## src/rtl/core_pkg.sv

```systemverilog
// Shared decode constants, ALU operation and FSM state types for multicycle_exec_core.
package core_pkg;

    localparam logic [6:0] OPC_OP     = 7'b0110011;
    localparam logic [6:0] OPC_OP_IMM = 7'b0010011;
    localparam logic [6:0] OPC_LUI    = 7'b0110111;

    localparam logic [2:0] F3_ADD_SUB = 3'b000;
    localparam logic [2:0] F3_SLL     = 3'b001;
    localparam logic [2:0] F3_SLT     = 3'b010;
    localparam logic [2:0] F3_SLTU    = 3'b011;
    localparam logic [2:0] F3_XOR     = 3'b100;
    localparam logic [2:0] F3_SRL_SRA = 3'b101;
    localparam logic [2:0] F3_OR      = 3'b110;
    localparam logic [2:0] F3_AND     = 3'b111;

    localparam logic [6:0] F7_BASE   = 7'b0000000;
    localparam logic [6:0] F7_ALT    = 7'b0100000;
    localparam logic [6:0] F7_MULDIV = 7'b0000001;

    typedef enum logic [3:0] {
        ALU_ADD, ALU_SUB, ALU_SLL, ALU_SLT, ALU_SLTU, ALU_XOR,
        ALU_SRL, ALU_SRA, ALU_OR, ALU_AND, ALU_PASS_B
    } alu_op_t;

    typedef enum logic [1:0] {IDLE, EXEC, MUL, WB} fsm_state_t;

    // alt selects SUB/SRA over ADD/SRL (funct7 bit 5 or instr[30])
    function automatic alu_op_t f3_to_alu(input logic [2:0] f3, input logic alt);
        alu_op_t op;
        case (f3)
            F3_ADD_SUB: op = alt ? ALU_SUB : ALU_ADD;
            F3_SLL:     op = ALU_SLL;
            F3_SLT:     op = ALU_SLT;
            F3_SLTU:    op = ALU_SLTU;
            F3_XOR:     op = ALU_XOR;
            F3_SRL_SRA: op = alt ? ALU_SRA : ALU_SRL;
            F3_OR:      op = ALU_OR;
            F3_AND:     op = ALU_AND;
            default:    op = ALU_ADD;
        endcase
        return op;
    endfunction

endpackage

```

## src/rtl/exec_alu.sv

```systemverilog
// Combinational integer ALU; shift amount is 5 bits for XLEN=32 and 6 bits for XLEN=64.
module exec_alu
    import core_pkg::*;
#(
    parameter int XLEN = 32
) (
    input  alu_op_t         op,
    input  logic [XLEN-1:0] a,
    input  logic [XLEN-1:0] b,
    output logic [XLEN-1:0] result
);
    localparam int SW = (XLEN == 64) ? 6 : 5;

    logic [SW-1:0] shamt_s;
    assign shamt_s = b[SW-1:0];

    // Operation select
    always_comb begin
        result = '0;
        case (op)
            ALU_ADD:    result = a + b;
            ALU_SUB:    result = a - b;
            ALU_SLL:    result = a << shamt_s;
            ALU_SLT:    result = {{(XLEN-1){1'b0}}, ($signed(a) < $signed(b))};
            ALU_SLTU:   result = {{(XLEN-1){1'b0}}, (a < b)};
            ALU_XOR:    result = a ^ b;
            ALU_SRL:    result = a >> shamt_s;
            ALU_SRA:    result = $unsigned($signed(a) >>> shamt_s);
            ALU_OR:     result = a | b;
            ALU_AND:    result = a & b;
            ALU_PASS_B: result = b;
            default:    result = '0;
        endcase
    end

endmodule

```

## src/rtl/multicycle_exec_core.sv

```systemverilog
// Multi-cycle RV32I/RV64I integer core: IDLE -> EXEC -> [MUL] -> WB, one retire pulse per instruction.
// Define RV_MUL_EN to add the iterative shift-add MUL instruction.
module multicycle_exec_core
    import core_pkg::*;
#(
    parameter int XLEN      = 32,
    parameter int REG_COUNT = 32
) (
    input  logic            clk,
    input  logic            rst_n,
    input  logic            instr_valid,
    output logic            instr_ready,
    input  logic [31:0]     instr,
    output logic            retire_valid,
    output logic [4:0]      retire_rd,
    output logic [XLEN-1:0] retire_data,
    output logic            retire_illegal,
    input  logic [4:0]      dbg_addr,
    output logic [XLEN-1:0] dbg_data
);
    localparam int AW = $clog2(REG_COUNT);

    fsm_state_t      state_r, next_state_s;
    logic [31:0]     instr_r;
    logic [XLEN-1:0] regs_r [REG_COUNT];
    logic            retire_valid_r, retire_illegal_r;
    logic [4:0]      retire_rd_r;
    logic [XLEN-1:0] retire_data_r;

    logic [6:0]      opcode_s, funct7_s;
    logic [2:0]      funct3_s;
    logic [4:0]      rd_s, rs1_s, rs2_s;
    logic            rd_ok_s, rs1_ok_s, rs2_ok_s, shamt_ok_s;
    logic [XLEN-1:0] rs1_val_s, rs2_val_s, imm_i_s, imm_u_s, b_s, alu_result_s;
    alu_op_t         alu_op_s;
    logic            illegal_s, mul_go_s;

    assign opcode_s = instr_r[6:0];
    assign rd_s     = instr_r[11:7];
    assign funct3_s = instr_r[14:12];
    assign rs1_s    = instr_r[19:15];
    assign rs2_s    = instr_r[24:20];
    assign funct7_s = instr_r[31:25];

    assign rd_ok_s    = ({1'b0, rd_s}  < 6'(REG_COUNT));
    assign rs1_ok_s   = ({1'b0, rs1_s} < 6'(REG_COUNT));
    assign rs2_ok_s   = ({1'b0, rs2_s} < 6'(REG_COUNT));
    assign shamt_ok_s = (XLEN == 64) || !instr_r[25];

    // x0 is never written, so its storage always reads as zero
    assign rs1_val_s = regs_r[rs1_s[AW-1:0]];
    assign rs2_val_s = regs_r[rs2_s[AW-1:0]];
    assign imm_i_s   = XLEN'($signed(instr_r[31:20]));
    assign imm_u_s   = XLEN'($signed({instr_r[31:12], 12'h000}));

    // Instruction decode and legality
    always_comb begin
        alu_op_s  = ALU_ADD;
        b_s       = rs2_val_s;
        illegal_s = 1'b1;
        mul_go_s  = 1'b0;
        case (opcode_s)
            OPC_OP: begin
                if (funct7_s == F7_BASE) begin
                    alu_op_s  = f3_to_alu(funct3_s, 1'b0);
                    illegal_s = !(rd_ok_s && rs1_ok_s && rs2_ok_s);
                end else if (funct7_s == F7_ALT &&
                             (funct3_s == F3_ADD_SUB || funct3_s == F3_SRL_SRA)) begin
                    alu_op_s  = f3_to_alu(funct3_s, 1'b1);
                    illegal_s = !(rd_ok_s && rs1_ok_s && rs2_ok_s);
`ifdef RV_MUL_EN
                end else if (funct7_s == F7_MULDIV && funct3_s == F3_ADD_SUB) begin
                    illegal_s = !(rd_ok_s && rs1_ok_s && rs2_ok_s);
                    mul_go_s  = rd_ok_s && rs1_ok_s && rs2_ok_s;
`endif
                end else begin
                    illegal_s = 1'b1;
                end
            end
            OPC_OP_IMM: begin
                b_s = imm_i_s;
                if (funct3_s == F3_SLL) begin
                    alu_op_s  = ALU_SLL;
                    illegal_s = !(rd_ok_s && rs1_ok_s && shamt_ok_s && instr_r[31:26] == 6'b000000);
                end else if (funct3_s == F3_SRL_SRA) begin
                    alu_op_s  = f3_to_alu(funct3_s, instr_r[30]);
                    illegal_s = !(rd_ok_s && rs1_ok_s && shamt_ok_s &&
                                  (instr_r[31:26] == 6'b000000 || instr_r[31:26] == 6'b010000));
                end else begin
                    alu_op_s  = f3_to_alu(funct3_s, 1'b0);
                    illegal_s = !(rd_ok_s && rs1_ok_s);
                end
            end
            OPC_LUI: begin
                alu_op_s  = ALU_PASS_B;
                b_s       = imm_u_s;
                illegal_s = !rd_ok_s;
            end
            default: illegal_s = 1'b1;
        endcase
    end

    exec_alu #(.XLEN(XLEN)) u_alu (
        .op     (alu_op_s),
        .a      (rs1_val_s),
        .b      (b_s),
        .result (alu_result_s)
    );

`ifdef RV_MUL_EN
    localparam int CW = $clog2(XLEN) + 1;

    logic [XLEN-1:0] mcand_r, mplier_r, acc_r, acc_next_s;
    logic [CW-1:0]   cnt_r;
    logic            mul_done_s;

    assign acc_next_s = acc_r + (mplier_r[0] ? mcand_r : '0);
    assign mul_done_s = (cnt_r == CW'(XLEN - 1));

    // Shift-add multiplier: one multiplier bit per MUL cycle
    always_ff @(posedge clk or negedge rst_n) begin
        if (!rst_n) begin
            mcand_r  <= '0;
            mplier_r <= '0;
            acc_r    <= '0;
            cnt_r    <= '0;
        end else if (state_r == EXEC) begin
            mcand_r  <= rs1_val_s;
            mplier_r <= rs2_val_s;
            acc_r    <= '0;
            cnt_r    <= '0;
        end else if (state_r == MUL) begin
            mcand_r  <= mcand_r << 1;
            mplier_r <= mplier_r >> 1;
            acc_r    <= acc_next_s;
            cnt_r    <= cnt_r + CW'(1);
        end
    end
`endif

    // State register
    always_ff @(posedge clk or negedge rst_n) begin
        if (!rst_n) state_r <= IDLE;
        else        state_r <= next_state_s;
    end

    // Next-state logic
    always_comb begin
        next_state_s = state_r;
        case (state_r)
            IDLE: begin
                if (instr_valid) next_state_s = EXEC;
                else             next_state_s = IDLE;
            end
            EXEC: begin
`ifdef RV_MUL_EN
                if (mul_go_s) next_state_s = MUL;
                else          next_state_s = WB;
`else
                next_state_s = WB;
`endif
            end
`ifdef RV_MUL_EN
            MUL: begin
                if (mul_done_s) next_state_s = WB;
                else            next_state_s = MUL;
            end
`endif
            WB:      next_state_s = IDLE;
            default: next_state_s = IDLE;
        endcase
    end

    // Instruction latch and registered retire port
    always_ff @(posedge clk or negedge rst_n) begin
        if (!rst_n) begin
            instr_r          <= 32'h0000_0000;
            retire_valid_r   <= 1'b0;
            retire_rd_r      <= 5'd0;
            retire_data_r    <= '0;
            retire_illegal_r <= 1'b0;
        end else begin
            case (state_r)
                IDLE: if (instr_valid) instr_r <= instr;
                EXEC: begin
                    retire_valid_r   <= !mul_go_s;
                    retire_rd_r      <= illegal_s ? 5'd0 : rd_s;
                    retire_data_r    <= illegal_s ? '0 : alu_result_s;
                    retire_illegal_r <= illegal_s;
                end
`ifdef RV_MUL_EN
                MUL: if (mul_done_s) begin
                    retire_valid_r <= 1'b1;
                    retire_data_r  <= acc_next_s;
                end
`endif
                WB: begin
                    retire_valid_r   <= 1'b0;
                    retire_rd_r      <= 5'd0;
                    retire_data_r    <= '0;
                    retire_illegal_r <= 1'b0;
                end
                default: retire_valid_r <= 1'b0;
            endcase
        end
    end

    // Register file: commit on the edge leaving WB
    always_ff @(posedge clk or negedge rst_n) begin
        if (!rst_n) begin
            for (int i = 0; i < REG_COUNT; i++) regs_r[i] <= '0;
        end else if (state_r == WB && retire_valid_r && !retire_illegal_r) begin
            for (int i = 1; i < REG_COUNT; i++) begin
                if (retire_rd_r == 5'(i)) regs_r[i] <= retire_data_r;
            end
        end
    end

    // Debug read port
    always_comb begin
        if (dbg_addr != 5'd0 && {1'b0, dbg_addr} < 6'(REG_COUNT)) dbg_data = regs_r[dbg_addr[AW-1:0]];
        else                                                      dbg_data = '0;
    end

    assign instr_ready    = (state_r == IDLE);
    assign retire_valid   = retire_valid_r;
    assign retire_rd      = retire_rd_r;
    assign retire_data    = retire_data_r;
    assign retire_illegal = retire_illegal_r;

endmodule

```

## config.mk

```make
export PLATFORM = sky130hd
export DESIGN_NAME = multicycle_exec_core
export DESIGN_NICKNAME = d
export VERILOG_FILES = /design/src/rtl/core_pkg.sv /design/src/rtl/exec_alu.sv /design/src/rtl/multicycle_exec_core.sv
export SDC_FILE = /design/constraint.sdc
export NUM_CORES = 2
export LEC_CHECK = 0
export CAP_MARGIN = 20
export CORE_MARGIN = 2
export CORE_UTILIZATION = 37
export DETAILED_ROUTE_END_ITERATION = 16
export DONT_BUFFER_PORTS = 1
export GPL_ROUTABILITY_DRIVEN = 0
export SKIP_CTS_REPAIR_TIMING = 1
export SKIP_LAST_GASP = 1
export SLEW_MARGIN = 30
export SYNTH_ARGS = -nofsm -noshare
export SYNTH_HDL_FRONTEND = slang
export SYNTH_HIERARCHICAL = 1
export SYNTH_SLANG_ARGS = --single-unit
```

## constraint.sdc

```tcl
create_clock -name clk -period 8.75 [get_ports clk]
set_input_delay 0.875 -clock clk [delete_from_list [all_inputs] [get_ports clk]]
set_output_delay 0.875 -clock clk [all_outputs]
set_load 0.02 [all_outputs]
```

[Yosys cells after proc, flatten, opt, wreduce, memory -nomap -nowiden]
Memories as Yosys holds them, arrays and structs flattened.
Index checks and enable logic that the tools add are counted.
Operators by class
  bitwise gates (word level): 6
  div/mod/pow operators: 0
  magnitude comparators: 5
  mux-type cells: 31
  shift-type cells: 3
  reduce and logical (&&, ||, !) cells: 50
  equality and inequality tests: 50
  multiply operators: 0
  add/subtract/negate cells: 2
Operators by type and width (number)
  $bmux 32 s5: 3
  $pmux 32 s11: 1
  $mux 32: 8
  $pmux 32 s2: 2
  $eq 5x5->1 const B: 16
  $lt 32x32->1: 2
  $reduce_and 2->1: 32
  $eq 5x4->1 const B: 8
  $add 32x32->32: 1
  $and 32x32->32: 1
  $or 32x32->32: 1
  $shl 32x5->32: 1
  $shr 32x5->32: 1
  $sshr 32x5->32: 1
  $sub 32x32->32: 1
  $xor 32x32->32: 1
  $eq 7x6->1 const B: 3
  $eq 5x3->1 const B: 4
  $ge 6x6->1 const B: 3
  $not 5->6: 3
  $eq 4x3->1 const B: 4
  $mux 4: 4
  $eq 4x4->1 const B: 3
  $pmux 4 s3: 1
  26 further kinds: 42
Storage, ports and cells
  bits in registers: 1065
  input bits: 40
  memories: 3
  bits in writable memories: 0
  logic and storage cells: 187
  output and inout bits: 72
  bits in read-only memories: 96
  latch bits: 0
Memory list
  (name not given): words 8, width 4, rd ports 1, clocked after Yosys merged registers in 0, write ports 0, line core_pkg.sv:31  | case (f3)
  (name not given): words 8, width 4, rd ports 1, clocked after Yosys merged registers in 0, write ports 0, line core_pkg.sv:31
  (name not given): words 8, width 4, rd ports 1, clocked after Yosys merged registers in 0, write ports 0, line core_pkg.sv:31

[Longest topological paths before layout]
  depth after elaboration: 10
  depth in mapped cells: 25
  depth with buffers taken out: 18

[Cells and area by module]
The synthesis kept the hierarchy.
By module, submodules not included
  multicycle_exec_core: instances 1, cells an instance 4016, area each 63852.5 um2, seq. area each 26650.6 um2
  exec_alu: instances 1, cells an instance 1277, area each 8874.8 um2, seq. area each 0.0 um2

[Least setup slack after synthesis]
Ideal clock, no wire load.
  path type: flip-flop to flip-flop
  start point: register instr_r[20]
  end point: register retire_data_r[29], in the netlist retire_data[29]
  setup time: 0.121 ns
  clock period less this slack: 5.811 ns
  arrival: 5.690 ns
  stages on the path, launching flop included: 26
  path buffers: 8
  slack: 2.939 ns
  required time: 8.629 ns
  path through: dfrtp_1 > buf_2 > buf_4 > buf_4 > buf_4 > mux4_2 > nand2_1 > nand2_1 > o211ai_1 > o211ai_1 > inv_1 > clkbuf_1 > buf_2 > buf_2 > buf_2 > ha_1 > o21ai_0 > o21ai_1 > a211oi_1 > nor2_1 > a311o_1 > a41oi_1 > nor2_1 > a2111oi_0 > nor2_1 > a22o_1
On the way
  cells in the longest elaborated chain, start to end: 9
  elaborated cells between the ends (all ways): 16
  those cells by class: 2 x add/sub; 3 x shift; 7 x mux; 4 x bitwise
Ends and longest elaborated chain
  start, declared: line multicycle_exec_core.sv:24  | logic [31:0] instr_r;
  start signal, assigned: line multicycle_exec_core.sv:184  | IDLE: if (instr_valid) instr_r <= instr;
  $not 5->6 (implied by the code) *: line multicycle_exec_core.sv:52  | assign rs2_val_s = regs_r[rs2_s[AW-1:0]];
  $bmux 32 s5 *: line multicycle_exec_core.sv:52
  $mux 32 (implied by the code) * (2 in a row): line multicycle_exec_core.sv:52
  $pmux 32 s2 *: line multicycle_exec_core.sv:62  | case (opcode_s)
  named net b_s[2]: line multicycle_exec_core.sv:34  | logic [XLEN-1:0] rs1_val_s, rs2_val_s, imm_i_s, imm_u_s, b_s, alu_result_s;
  $sub 32x32->32, or another cell as far along: line exec_alu.sv:22  | ALU_SUB: result = a - b;
  $pmux 32 s11 *: line exec_alu.sv:20  | case (op)
  named net alu_result_s[29]: line multicycle_exec_core.sv:34
  $mux 32 *: line multicycle_exec_core.sv:188  | retire_data_r <= illegal_s ? '0 : alu_result_s;
  $pmux 32 s2 *: line multicycle_exec_core.sv:183  | case (state_r)
  end signal, assigned: line multicycle_exec_core.sv:188
  end, declared: line multicycle_exec_core.sv:28  | logic [XLEN-1:0] retire_data_r;
Mark *: on every way through the listed nets, which the timed path passes. The rest lies on a longest branch. The select of a mux whose other input is x is not followed.
A chain may end at the register's enable or synchronous reset.

[Worst setup path after layout]
  start point: register instr_r[23]
  end point: register retire_data_r[29], in the netlist retire_data[29]
Same word-level chain as after synthesis.

==> results.md <==
- Vertical extent of the die: 447.4 um
- Max cap viols: 0
- Seq pwr share: ~33%
- Total wire length: 257400 um
- Final routed DRC violation total: 0
- HPWL after DPL: 154600 um
- Biggest fanout along the worst timing path: 48
- Placeable core region: 195200 sq um
- Number of placed instances with taps included: 7481
- Main flop type after synthesis: sky130_fd_sc_hd__dfrtp_1
- Worst IR drop on VDD: about 0.21 mV
- TNS Setup: 0 ns
- Count of antenna-violating nets left after detailed routing: 0
- Achievable Freq: 149.0 MHz
- Share of synthesized area occupied by flip-flops and latches: 36.64%
- Setup violators final: 0
- Area enclosed by the die boundary: 200100 sq um
- Kind of start point of the critical path: register
- Final worst clock skew: 0.03770 ns
- Synth Cell Area: 72730 sq um
- Die W: 447.4 um
- Pre-antenna DRT Iters: 6
- Initial antenna violation count: 12
- Slew of the pin with the lowest slew margin: 1.138 ns
- Total CTS buffers: between 100 and 150
- Required time of the critical path: 9.43 ns
- Clock-pin transition on the worst setup and hold timing paths: 0.07 ns
- Fin cells: 7700
- Mean area per synthesized cell: 13.74 sq um
- Via count of the first global-routing pass: 50950
- Status: complete, but fails checks
- Initial standard-cell utilization of the core: 37.26%
- Path type of the worst setup path: register to register
- Total global routing track utilization: 25.55%
- Power consumption: 16.52 mW
- Relative slew slack: 23.85%
- Register bit total from synthesis: between 1000 and 1500
- Global-route wire length before repair: 374700 um
- Buffer type at the clock tree root: sky130_fd_sc_hd__clkbuf_16
- Net Count, Synth: approximately 5400
- Total net switching power: 6.502 mW
- Switching Share: about two fifths
- Final hold slack: -0.01639 ns
- Int Pwr: 10.02 mW
- Clk pwr share: between 30% and 40%
- Commonest cells post-synth: sky130_fd_sc_hd__mux2_2 (1080), sky130_fd_sc_hd__dfrtp_1 (1065), sky130_fd_sc_hd__mux4_2 (862)
- DRT iter0 DRCs: ~6300
- Multi-input logic area: 43640 sq um
- Via count: 51410
- Standard-cell rows: 162
- Main area contributors after synthesis: sky130_fd_sc_hd__dfrtp_1 (37%), sky130_fd_sc_hd__mux4_2 (27%), sky130_fd_sc_hd__mux2_2 (17%)
- Synth top area share: 36.64%
- Fraction of final layout cells sized beyond drive strength 1: 46.37%
- Maximum buffer depth of the clock tree: 3
- Pin count of the biggest net entering global routing: 259
- Layout filler cell count: 17810
- CTS sink count: 1065
- YS warnings: 70
- Synthesized instance count: 5293
- Final period util: about three quarters
- Library cell with the largest summed area after synthesis: sky130_fd_sc_hd__dfrtp_1
- Area growth, synth to finish: 8.838%
- TritonCTS clock tree: yes
- LEAKAGE: between 30 and 40 nW
- Total power divided by cell area: 208.7 nW/um^2
- Arrival time at the worst endpoint: 7.39 ns
- Failing checks: hold timing
- Final hold vios: 3
- Most common cell in the synthesized netlist: sky130_fd_sc_hd__mux2_2
- H-Tree Level Count: 3
- Proportion of synthesized flip-flops having asynchronous set or reset: between 90% and 100%
- Number of placed I/O pins: roughly 110
- Final critical path time including I/O delays and setup: ~6.7 ns
- Post-layout nets: 5121
- Combinational cell fraction of total power: 36.2%
- Routed via count divided by cell count: 6.676
- Max-slew violation total from the final report: 0
- Number of synthesized flops with an enable pin: 0
- Congestion Overflow GR: 0
- Footprint of the flip-flops and latches: 26680 sq um
- Number of buffer cells added on primary ports: 0
- Post-detailed-route wirelength per cell: 33.43 um
- Path class of the lowest-slack min-delay path: primary input to async pin
- Capturing element type of the critical path: register
- RSZ-0062 raised after global routing: no
- Unique masters post-synth: between 90 and 100
- Clock latency of the later-clocked register in the worst-skew pair: slightly below 0.8 ns
## power by group through the flow
stage / Combinational [mW] / Sequential [mW] / Clock (mW)
floorplan: 4.37 / 5.17 / 0
global placement: 5.71 / 5.56 / 0
detailed placement: 5.87 / 5.57 / 0
CTS: 5.88 / 5.48 / 5.13
global route: 6.25 / 5.49 / 5.31
finish: 5.98 / 5.48 / 5.05
## final cells by class
class                           instances  share of cell area, %
Antenna cell                           12                0.03794
Clock buffer                          156                  4.119
Clock inverter                         49                 0.7018
Inverter                              105                 0.4995
Multi-Input combinational cell       3562                  55.13
Sequential cell                      1065                  33.71
Tap cell                             2624                  4.148
Timing Repair Buffer                  127                  1.655
## cells in the final DEF (no fill, tap or decap), types with 13 or more instances in the layout
| master | instances |
|---|---|
| sky130_fd_sc_hd__nand2_1 | 171 |
| sky130_fd_sc_hd__nor2_4 | 13 |
| sky130_fd_sc_hd__nor3_1 | 28 |
| sky130_fd_sc_hd__nand2b_1 | 13 |
| sky130_fd_sc_hd__mux2i_1 | 79 |
| sky130_fd_sc_hd__buf_4 | 103 |
| sky130_fd_sc_hd__o211ai_1 | 33 |
| sky130_fd_sc_hd__a211oi_1 | 21 |
| sky130_fd_sc_hd__a21oi_1 | 111 |
| sky130_fd_sc_hd__clkbuf_8 | 25 |
| sky130_fd_sc_hd__clkinv_2 | 29 |
| sky130_fd_sc_hd__ha_1 | 105 |
| sky130_fd_sc_hd__o21ai_0 | 119 |
| sky130_fd_sc_hd__a221o_1 | 41 |
| sky130_fd_sc_hd__a22oi_1 | 27 |
| sky130_fd_sc_hd__a21o_1 | 25 |
| sky130_fd_sc_hd__mux4_2 | 862 |
| sky130_fd_sc_hd__a22o_1 | 101 |
| sky130_fd_sc_hd__clkbuf_16 | 114 |
| sky130_fd_sc_hd__nor2_1 | 189 |
| sky130_fd_sc_hd__o2111ai_1 | 16 |
| sky130_fd_sc_hd__inv_1 | 101 |
| sky130_fd_sc_hd__nand3_1 | 50 |
| sky130_fd_sc_hd__dfrtp_1 | 1055 |
| sky130_fd_sc_hd__mux2_1 | 115 |
| sky130_fd_sc_hd__clkbuf_1 | 17 |
| sky130_fd_sc_hd__o22ai_1 | 21 |
| sky130_fd_sc_hd__mux2_2 | 1080 |
| sky130_fd_sc_hd__a31oi_1 | 17 |
| sky130_fd_sc_hd__o221ai_1 | 16 |
| sky130_fd_sc_hd__a221oi_1 | 69 |
## final timing paths
path | from | endpoint | slack [ns] | cells after the start
hold reg to reg | instr_r[9] | retire_rd[2] | 0.49 | 1
setup / recovery | instr_r[23] | retire_data[29] | 2.04 | 15
hold / removal | rst_n | regs_r[200] | -0.02 | 1
max in group asynchronous | rst_n | regs_r[349] | 6.53 | 4
min in group clk | instr[2] | instr_r[2] | 0.24 | 1
setup reg to reg | instr_r[23] | retire_data[29] | 2.04 | 15
## critical path, stage by stage, from the launching register on
cell and delay, ns:
sky130_fd_sc_hd__dfrtp_4 0.72, sky130_fd_sc_hd__clkinv_2 0.88, sky130_fd_sc_hd__mux4_2 0.88, sky130_fd_sc_hd__a221o_4 0.67, sky130_fd_sc_hd__inv_1 0.27, sky130_fd_sc_hd__ha_1 0.32, sky130_fd_sc_hd__a211oi_1 0.34, sky130_fd_sc_hd__o21ai_1 0.18
sky130_fd_sc_hd__a211oi_1 0.46, sky130_fd_sc_hd__nor2_1 0.23, sky130_fd_sc_hd__a311o_1 0.46, sky130_fd_sc_hd__a41oi_1 0.40, sky130_fd_sc_hd__nor2_1 0.09, sky130_fd_sc_hd__a2111oi_0 0.38, sky130_fd_sc_hd__nor2_1 0.08, sky130_fd_sc_hd__a22o_1 0.20
## stage by stage
stage          area [sq um]  setup WS (ns)  hold WS [ns]  util (%)
2_1_floorplan         72730          2.939        0.4578         -
3_3_place_gp          74880          2.175        0.4671     38.36
3_5_place_dp          75250          2.143        0.4776     38.55
4_1_cts               79060          2.139       -0.2559     40.51
5_1_grt               79140          1.722       0.01380     40.55
6_report              79150          2.039      -0.01639     40.55
## per-layer routing
metal,vias up,GRT usage (%),share of wire [%]
met5,-,0,0
met4,0,12.85,5.6
met3,649,5.017,8.8
met2,2769,40.72,47
met1,27560,33.24,38
li1,20430,-,-
## registers in the layout (all words and copies together) (netlist names)
register,count
instr_r,32
state_r,2
retire_valid,1
retire_illegal,1
regs_r,992
retire_rd,5
retire_data,32
## cells by family after synthesis
| family | count (synthesis) | share of synthesized area (%) |
|---|---|---|
| muxes | 2143 | 46.54 |
| DFF | 1065 | 36.64 |
| AOI/OAI and AO/OA | 725 | 7.276 |
| buffers and inverters | 666 | 3.972 |
| and+or+nand+nor | 583 | 3.661 |
| adders and majority gates | 107 | 1.861 |
| xor gates and xnor gates | 4 | 0.04818 |
Note: power is estimated with default switching activity, not from simulation.
